$ cat config.mk
export PLATFORM = sky130hd
export DESIGN_NAME = ram_write_port_arbiter
export DESIGN_NICKNAME = d
export VERILOG_FILES = /design/src/rtl/ram_write_port_arbiter.sv
export SDC_FILE = /design/constraint.sdc
export NUM_CORES = 1
export LEC_CHECK = 0
export BUFFER_PORTS_ARGS = -buffer_cell sky130_fd_sc_hd__buf_2
export CORE_MARGIN = 5
export CORE_UTILIZATION = 43
export CTS_CLUSTER_SIZE = 25
export DETAILED_ROUTE_END_ITERATION = 10
export PLACE_DENSITY = 0.92
export SLEW_MARGIN = 25
export SYNTH_ARGS = -nofsm -noshare
export SYNTH_HDL_FRONTEND = slang
export SYNTH_SLANG_ARGS = --single-unit
$ cat constraint.sdc
create_clock -name Clock -period 3.4 [get_ports Clock]
set_input_delay 0.17 -clock Clock [delete_from_list [all_inputs] [get_ports Clock]]
set_output_delay 0.17 -clock Clock [all_outputs]
set_load 0.03 [all_outputs]
$ cat src/rtl/ram_write_port_arbiter.sv
// Round-robin arbiter for the single RAM write port, with locked bursts.
// It registers the winning write toward the RAM and exports it as the in-flight write for RAW stalls.
module ram_write_port_arbiter #(
  parameter int NUM_REQ    = 4,
  parameter int DATA_WIDTH = 16,
  parameter int ADDR_WIDTH = 8,
  localparam int IDX_W     = (NUM_REQ > 1) ? $clog2(NUM_REQ) : 1
) (
  input  logic                             Clock,
  input  logic                             Reset,
  input  logic [NUM_REQ-1:0]               iWriteRequest,
  input  logic [NUM_REQ-1:0]               iWriteLock,
  input  logic [NUM_REQ*ADDR_WIDTH-1:0]    iWriteAddress,
  input  logic [NUM_REQ*DATA_WIDTH-1:0]    iWriteData,
  output logic [NUM_REQ-1:0]               oWriteGrant,
  output logic                             oRamWriteEnable,
  output logic [ADDR_WIDTH-1:0]            oRamWriteAddress,
  output logic [DATA_WIDTH-1:0]            oRamDataIn,
  output logic                             oInFlightValid,
  output logic [ADDR_WIDTH-1:0]            oInFlightAddress,
  output logic                             oLocked,
  output logic [IDX_W-1:0]                 oOwner
);

  localparam logic [0:0] ST_ARB    = 1'b0;
  localparam logic [0:0] ST_LOCKED = 1'b1;

  logic [0:0]            state;
  logic [IDX_W-1:0]      pointer;
  logic [IDX_W-1:0]      cand;
  logic [IDX_W-1:0]      grant_idx;
  logic                  grant_any;
  logic [ADDR_WIDTH-1:0] sel_addr;
  logic [DATA_WIDTH-1:0] sel_data;
  logic                  sel_lock;

  // Grant is a pure function of state and the current requests; reset masks it.
  always_comb begin
    // NOTE: every signal assigned here gets a default first so no path leaves it unassigned (no latch).
    grant_any   = 1'b0;
    grant_idx   = '0;
    cand        = '0;
    oWriteGrant = '0;
    if (Reset) begin
      if (state == ST_LOCKED) begin
        grant_any = iWriteRequest[oOwner];
        grant_idx = oOwner;
      end else begin
        for (int k = 1; k <= NUM_REQ; k++) begin
          cand = IDX_W'((int'(pointer) + k) % NUM_REQ);
          if (!grant_any && iWriteRequest[cand]) begin
            grant_any = 1'b1;
            grant_idx = cand;
          end
        end
      end
    end
    if (grant_any) oWriteGrant[grant_idx] = 1'b1;
  end

  always_comb begin
    sel_addr = '0;
    sel_data = '0;
    sel_lock = 1'b0;
    for (int i = 0; i < NUM_REQ; i++) begin
      if (oWriteGrant[i]) begin
        sel_addr = iWriteAddress[i*ADDR_WIDTH +: ADDR_WIDTH];
        sel_data = iWriteData[i*DATA_WIDTH +: DATA_WIDTH];
        sel_lock = iWriteLock[i];
      end
    end
  end

  always_ff @(posedge Clock) begin
    // NOTE: state uses non-blocking assignments so every register samples pre-edge values.
    if (!Reset) begin
      state            <= ST_ARB;
      pointer          <= IDX_W'(NUM_REQ - 1);
      oOwner           <= '0;
      oRamWriteEnable  <= 1'b0;
      oRamWriteAddress <= '0;
      oRamDataIn       <= '0;
    end else if (grant_any) begin
      pointer          <= grant_idx;
      oOwner           <= grant_idx;
      oRamWriteEnable  <= 1'b1;
      oRamWriteAddress <= sel_addr;
      oRamDataIn       <= sel_data;
      // The same rule both enters a burst and ends it on a beat with the lock bit clear.
      state            <= sel_lock ? ST_LOCKED : ST_ARB;
    end else begin
      oRamWriteEnable  <= 1'b0;
    end
  end

  assign oLocked          = (state == ST_LOCKED);
  assign oInFlightValid   = oRamWriteEnable;
  assign oInFlightAddress = oRamWriteAddress;

endmodule

==> results of run 1 <==
stage by stage:
stage               power [uW]  worst slack [ns]  hold WS (ns)  std cells
detailed placement        1730              1.04         0.441        377
floorplan                 1460              1.29         0.359        197
global placement          1700              1.17         0.438        377
global route              2100             0.609         0.215        384
CTS                       2000             0.849         0.193        384
finish                    1980             0.836         0.202        384
critical path: cells and delay by family (launching register included):
family / cells / cell delay [ns]
mux: 1 / 0.63
compound gates: 1 / 0.29
flops: 1 / 0.39
buf+inv: 2 / 0.34
simple gates: 2 / 0.47
final cells by class:
| class | count | area share (%) |
|---|---|---|
| Tap cell | 52 | 2.48 |
| Clock buffer | 7 | 2.91 |
| Sequential cell | 30 | 22.9 |
| Multi-Input combinational cell | 140 | 41.9 |
| Timing Repair Buffer | 150 | 29.0 |
| Inverter | 5 | 0.717 |
cells by family after synthesis:
family	after synthesis	share of synthesized area, %
multiplexers	48	26.7
buffers and inverters	27	9.74
AND/OR/NAND/NOR	43	10.6
AO/OA/AOI/OAI	49	20.8
flip-flops	30	32.3
power by group through the flow:
stage / Sequential [uW] / Clock, uW / Combinational, uW
after floorplan: 805 / 0 / 651
after global placement: 575 / 0 / 1130
after detailed placement: 574 / 0 / 1160
after CTS: 571 / 265 / 1160
after global routing: 590 / 280 / 1230
final: 571 / 259 / 1150
routing by layer:
metal	GRT usage, %	up-vias	wire length, um
met2	37.4	100	3290
met5	0	-	0
li1	-	1000	-
met1	23.4	971	2150
met3	5.67	4	573
met4	6.41	0	39
synth_stat cells (all sizes together), types with 3 or more instances:
library cell,count
mux2i,47
dfxtp,30
o221ai,24
o21ai,7
nor2,5
a22oi,3
nand3,3
nor2b,3
buf,21
nand2,27
inv,5
a21oi,5
registers in the layout, indices dropped and copies added, names as in the netlist:
name and cells:
oLocked 1, pointer 2, oOwner 2, oInFlightAddress 8, oRamDataIn 16, oInFlightValid 1
path summary, 6_finish.rpt:
path                         startpoint                         end  slack, ns  cells after the start
min reg2reg  oRamDataIn[7]$_SDFFE_PN0P_  oRamDataIn[7]$_SDFFE_PN0P_       0.45                      2
min                      iWriteData[25]  oRamDataIn[9]$_SDFFE_PN0P_       0.20                      3
max              oOwner[0]$_SDFFE_PN0P_              oWriteGrant[1]       0.84                      6
max reg2reg      oOwner[0]$_SDFFE_PN0P_  oRamDataIn[0]$_SDFFE_PN0P_       1.01                      6
==> impl_metrics.env, run 1 <==
export IMPL_fin_nets=438
export IMPL_finalCriticalPeriod_ns=2.56
export IMPL_cts_root_buf="clkbuf_8"
export IMPL_via_per_inst=5.40
export IMPL_dp_hpwl_mm=4.76
export IMPL_p_per_area_nw_per_um2=757
export IMPL_netSwitchingPower_uw=947
export IMPL_clock_skew_final_ns=0.00166
export IMPL_post_synth_cell_area_avg_sq_um=9.45
export IMPL_worstPathMaxFanout=13
export IMPL_antennaDiodeCount=0
export IMPL_power_leakage_uw=0.00142
export IMPL_detail_route_wl_per_cell_um=15.8
export IMPL_syn_num_nets=303
export IMPL_cp_arrival_ns=2.39
export IMPL_drt_iter0_drc=79
export IMPL_drt_wl_total_mm=6.05
export IMPL_placeableCoreArea_sq_um=4260
export IMPL_final_common_cell="buf_2"
export IMPL_floorplan_initialDensity_pct=43.7
export IMPL_via_count=2075
export IMPL_post_synth_instance_area_sq_um=1860
export IMPL_design_portCount=147
export IMPL_tritoncts_num_buffers=5
export IMPL_syn_inst=197
export IMPL_slew_headroom_pct=52.9
export IMPL_clk_path_buf_depth=2
export IMPL_worst_skew_pair_later_pin_latency_ns=0.27
export IMPL_timing_max_cap_violations=0
export IMPL_worstSetupPathType="reg2out"
export IMPL_p_comb_share_pct=58.1
export IMPL_grt_total_usage_pct=20.7
export IMPL_power_frac_seq_pct=28.8
export IMPL_max_clock_freq_mhz=390
export IMPL_netSwitchingFraction_pct=47.7
export IMPL_first_pass_iters=4
export IMPL_yosys_warnings=0
export IMPL_hold_buffers=0
export IMPL_filler_cell_count=360
export IMPL_area_growth_syn_to_layout_pct=40.7
export IMPL_ys_types=33
export IMPL_min_path_type="in2reg"
export IMPL_worstSetupStartpointType="flip-flop"
export IMPL_chipWidth_um=75.8
export IMPL_grt_start_max_net_pins=29
export IMPL_area_enclosed_by_the_die_boundary_sq_um=5750
export IMPL_final_setup_viol_count=0
export IMPL_grt_setup_unrepaired="no"
export IMPL_worst_pin_slew_ns=0.705
export IMPL_synth_top_area_share_pct=32.3
export IMPL_multi_input_area_sq_um=1100
export IMPL_worst_ir_drop_vdd_v=0.000345
export IMPL_cts_sinks=30
export IMPL_drc=0
export IMPL_utilization_pct=61.4
export IMPL_crit_path_cell_trace="mux4_1, o21ai_2, inv_2, nand2b_1, nor2_1, buf_2"
export IMPL_grt_pass1_vias=2073
export IMPL_power_clock_fraction_pct=13.0
export IMPL_antenna_found_initial=0
export IMPL_layout_common_cells="buf_2 (146), mux2i_1 (47), dfxtp_1 (30), nand2_1 (25), o221ai_1 (23)"
export IMPL_cts_max_level=2
export IMPL_floorplan_die_height_um=75.8
export IMPL_post_synth_top_area_cell="dfxtp_1"
export IMPL_ys_async_rst_share_pct=0
export IMPL_clk_transition_reported_paths_ns=0.06
export IMPL_synth_seq_cells=30
export IMPL_post_synth_edffs=0
export IMPL_ys_seq_area_share_pct=32.3
export IMPL_timing_final_max_slew_violations=0
export IMPL_placedInstanceArea_sq_um=2540
export IMPL_antenna_violating_nets_post_route=0
export IMPL_final_cell_area_sq_um=2620
export IMPL_cp_data_required_time_ns=3.23
export IMPL_layout_area_seq_sq_um=601
export IMPL_drive_above_1_share_pct=48.5
export IMPL_hold_viol_final=0
export IMPL_yosys_top_cells_area="dfxtp_1 (32%), mux2i_1 (25%), o221ai_1 (11%), buf_4 (5.6%), nand2_1 (5.0%)"
export IMPL_post_cts_resized=0
export IMPL_cp_slowest_stage_delay_ns=0.63
export IMPL_finalCritPeriodShare_pct=75.4
export IMPL_prevailing_post_synth_register_cell="dfxtp_1"
export IMPL_internal_power_uw=1040
export IMPL_grt_first_pass_wirelength_mm=9.16
export IMPL_numPortBuffers=146
export IMPL_floorplan_rows=24
export IMPL_cts_tree="yes"
export IMPL_buffer_count_from_post_cts_setup_fixing=0
export IMPL_timing_critical_path_to_type="output port"
export IMPL_place_congestion=0.923
export IMPL_worst_path_max_delay_cell="mux4_1"
export IMPL_final_setup_tns_ns=0
export IMPL_status="complete, no violations"
export IMPL_gr_total_overflow=0
(Power assumes the default switching activity.)
==> inputs of run 2 (changes only) <==
--- a/config.mk
+++ b/config.mk
@@ -7,10 +7,10 @@
 export LEC_CHECK = 0
 export BUFFER_PORTS_ARGS = -buffer_cell sky130_fd_sc_hd__buf_2
 export CORE_MARGIN = 5
-export CORE_UTILIZATION = 43
+export CORE_UTILIZATION = 36
 export CTS_CLUSTER_SIZE = 25
 export DETAILED_ROUTE_END_ITERATION = 10
-export PLACE_DENSITY = 0.92
+export PLACE_DENSITY = 0.82
 export SLEW_MARGIN = 25
 export SYNTH_ARGS = -nofsm -noshare
 export SYNTH_HDL_FRONTEND = slang
==> constraint.sdc (replaced) <==
create_clock -name Clock -period 2.1 [get_ports Clock]
set_input_delay 0.105 -clock Clock [delete_from_list [all_inputs] [get_ports Clock]]
set_output_delay 0.105 -clock Clock [all_outputs]
set_load 0.03 [all_outputs]
==> impl_metrics.env, run 2 (synthesis results as in run 1) <==
export IMPL_drc=0
export IMPL_place_congestion=0.768
export IMPL_antennaDiodeCount=0
export IMPL_slack_of_the_worst_reg_to_reg_path_ns=0.14
export IMPL_cts_tree="yes"
export IMPL_final_common_cell="buf_2"
export IMPL_timing_rr_end="oRamDataIn[1]$_SDFFE_PN0P_"
export IMPL_worstSetupPathType="reg2out"
export IMPL_largest_register="oRamDataIn"
export IMPL_filler_cell_count=469
export IMPL_placeableCoreArea_sq_um=5070
export IMPL_floorplan_die_height_um=81.9
export IMPL_finalCriticalPeriod_ns=2.01
export IMPL_cp_arrival_ns=1.90
export IMPL_timing_max_cap_violations=0
export IMPL_numPortBuffers=146
export IMPL_tritoncts_num_buffers=5
export IMPL_cp_data_required_time_ns=2.00
export IMPL_layout_common_cells="buf_2 (145), mux2i_1 (47), dfxtp_1 (28), nand2_1 (25), o221ai_1 (23)"
export IMPL_drt_wl_total_mm=6.09
export IMPL_timing_critical_path_to_type="output port"
export IMPL_crit_path_cell_trace="mux4_2, o21ai_4, clkinv_4, nand2b_4, a21oi_1, buf_4"
export IMPL_holdCritStartpoint="iWriteAddress[4]"
export IMPL_grt_total_usage_pct=17.5
export IMPL_min_path_type="in2reg"
export IMPL_gr_total_overflow=0
export IMPL_clk_path_buf_depth=2
export IMPL_antenna_found_initial=0
export IMPL_antenna_violating_nets_post_route=0
export IMPL_detail_route_wl_per_cell_um=14.7
export IMPL_slew_headroom_pct=74.3
export IMPL_final_cell_area_sq_um=2780
export IMPL_critical_path_n_buffers_inverters=2
export IMPL_chipWidth_um=81.9
export IMPL_drive_above_1_share_pct=51.9
export IMPL_hold_viol_final=0
export IMPL_max_clock_freq_mhz=498
export IMPL_p_per_area_nw_per_um2=1210
export IMPL_grt_start_max_net_pins=23
export IMPL_area_enclosed_by_the_die_boundary_sq_um=6710
export IMPL_clock_skew_final_ns=0.00683
export IMPL_worst_pin_slew_ns=0.385
export IMPL_worstRegToRegCells=7
export IMPL_layout_area_seq_sq_um=606
export IMPL_fin_nets=448
export IMPL_cts_sinks=30
export IMPL_via_per_inst=4.92
export IMPL_power_leakage_uw=0.00148
export IMPL_via_count=2034
export IMPL_cts_root_buf="clkbuf_8"
export IMPL_flip_flop_count_of_the_largest_register_all_copies_and_words_added=16
export IMPL_cp_top_family="multiplexers"
export IMPL_grt_pass1_vias=2032
export IMPL_floorplan_rows=26
export IMPL_cts_max_level=2
export IMPL_worst_skew_pair_later_pin_latency_ns=0.27
export IMPL_design_portCount=147
export IMPL_utilization_pct=54.9
export IMPL_status="complete, no violations"
export IMPL_final_setup_viol_count=0
export IMPL_floorplan_initialDensity_pct=36.7
export IMPL_grt_first_pass_wirelength_mm=9.09
export IMPL_timing_final_max_slew_violations=0
export IMPL_area_growth_syn_to_layout_pct=49.5
export IMPL_r2r_start="oOwner[0]$_SDFFE_PN0P_"
export IMPL_worst_hold_endpoint="oInFlightAddress[4]$_SDFFE_PN0P_"
export IMPL_placedInstanceArea_sq_um=2640
export IMPL_first_pass_iters=4
export IMPL_worst_path_max_delay_cell="mux4_2"
export IMPL_worstSetupStartpointType="flip-flop"
export IMPL_finalCritPeriodShare_pct=95.7
export IMPL_worst_ir_drop_vdd_v=0.000511
export IMPL_clk_transition_reported_paths_ns=0.07
export IMPL_whs_path_depth=3
export IMPL_cp_slowest_stage_delay_ns=0.55
export IMPL_multi_input_area_sq_um=1120
export IMPL_drt_iter0_drc=66
export IMPL_worstPathMaxFanout=13
export IMPL_dp_hpwl_mm=4.85
## run 2: timing repair
| item | 4_1_cts | 5_1_grt |
|---|---|---|
| cloned | 0 | 0 |
| setup endpoints to repair | 4 | 4 |
| hold buffers | 0 | 0 |
| resized for setup | 3 | 10 |
| pin swaps | 0 | 1 |
| setup buffers | 0 | 4 |
## run 2: per-layer routing
metal	share of wire [%]	up-vias	track usage, %
li1	-	1023	-
met1	40	927	20.3
met5	0	-	0
met3	6.8	4	4.28
met4	0.64	0	4.98
met2	53	80	31.4
## run 2: power breakdown
| part | switching [uW] | leakage (uW) | internal [uW] |
|---|---|---|---|
| Clock | 214 | 0.0000482 | 264 |
| Combinational | 1220 | 0.00118 | 748 |
| Sequential | 144 | 0.000251 | 784 |
| Total | 1580 | 0.00148 | 1800 |
## run 2: stage by stage
| step | worst slack (ns) | std cells | power (uW) | setup TNS [ns] | hold WS, ns |
|---|---|---|---|---|---|
| after floorplan | 0.0591 | 197 | 2360 | 0 | 0.294 |
| after global placement | 0.190 | 402 | 2840 | 0 | 0.391 |
| after detailed placement | 0.151 | 402 | 2880 | 0 | 0.410 |
| after CTS | 0.000243 | 410 | 3380 | 0 | 0.100 |
| after global routing | -0.00805 | 413 | 3580 | -0.00805 | 0.122 |
| final | 0.0900 | 413 | 3370 | 0 | 0.112 |
## run 2: final cells by class
cell class                      count  area share [%]
Timing Repair Buffer              160            30.6
Multi-Input combinational cell    140            40.4
Inverter                            5           0.854
Clock buffer                        7            3.10
Tap cell                           70            3.15
Clock inverter                      1           0.180
Sequential cell                    30            21.8
## run 2: worst max path at each step
stage	cells past startpoint	startpoint	end	slack, ns
floorplan	6	oOwner[0]$_SDFFE_PN0P_	oWriteGrant[0]	0.06
global placement	6	oOwner[0]$_SDFFE_PN0P_	oRamDataIn[1]$_SDFFE_PN0P_	0.19
detailed placement	6	oOwner[0]$_SDFFE_PN0P_	oInFlightAddress[3]$_SDFFE_PN0P_	0.15
CTS	7	oOwner[0]$_SDFFE_PN0P_	oWriteGrant[0]	0.0002
global route	6	oOwner[0]$_SDFFE_PN0P_	oWriteGrant[0]	-0.008
finish	6	oOwner[0]$_SDFFE_PN0P_	oWriteGrant[0]	0.09
## run 2: tightest hold or removal path: cells and delay by family
kind,cells,cell delay (ns)
buf+inv,1,0.08
compound gates,2,0.17
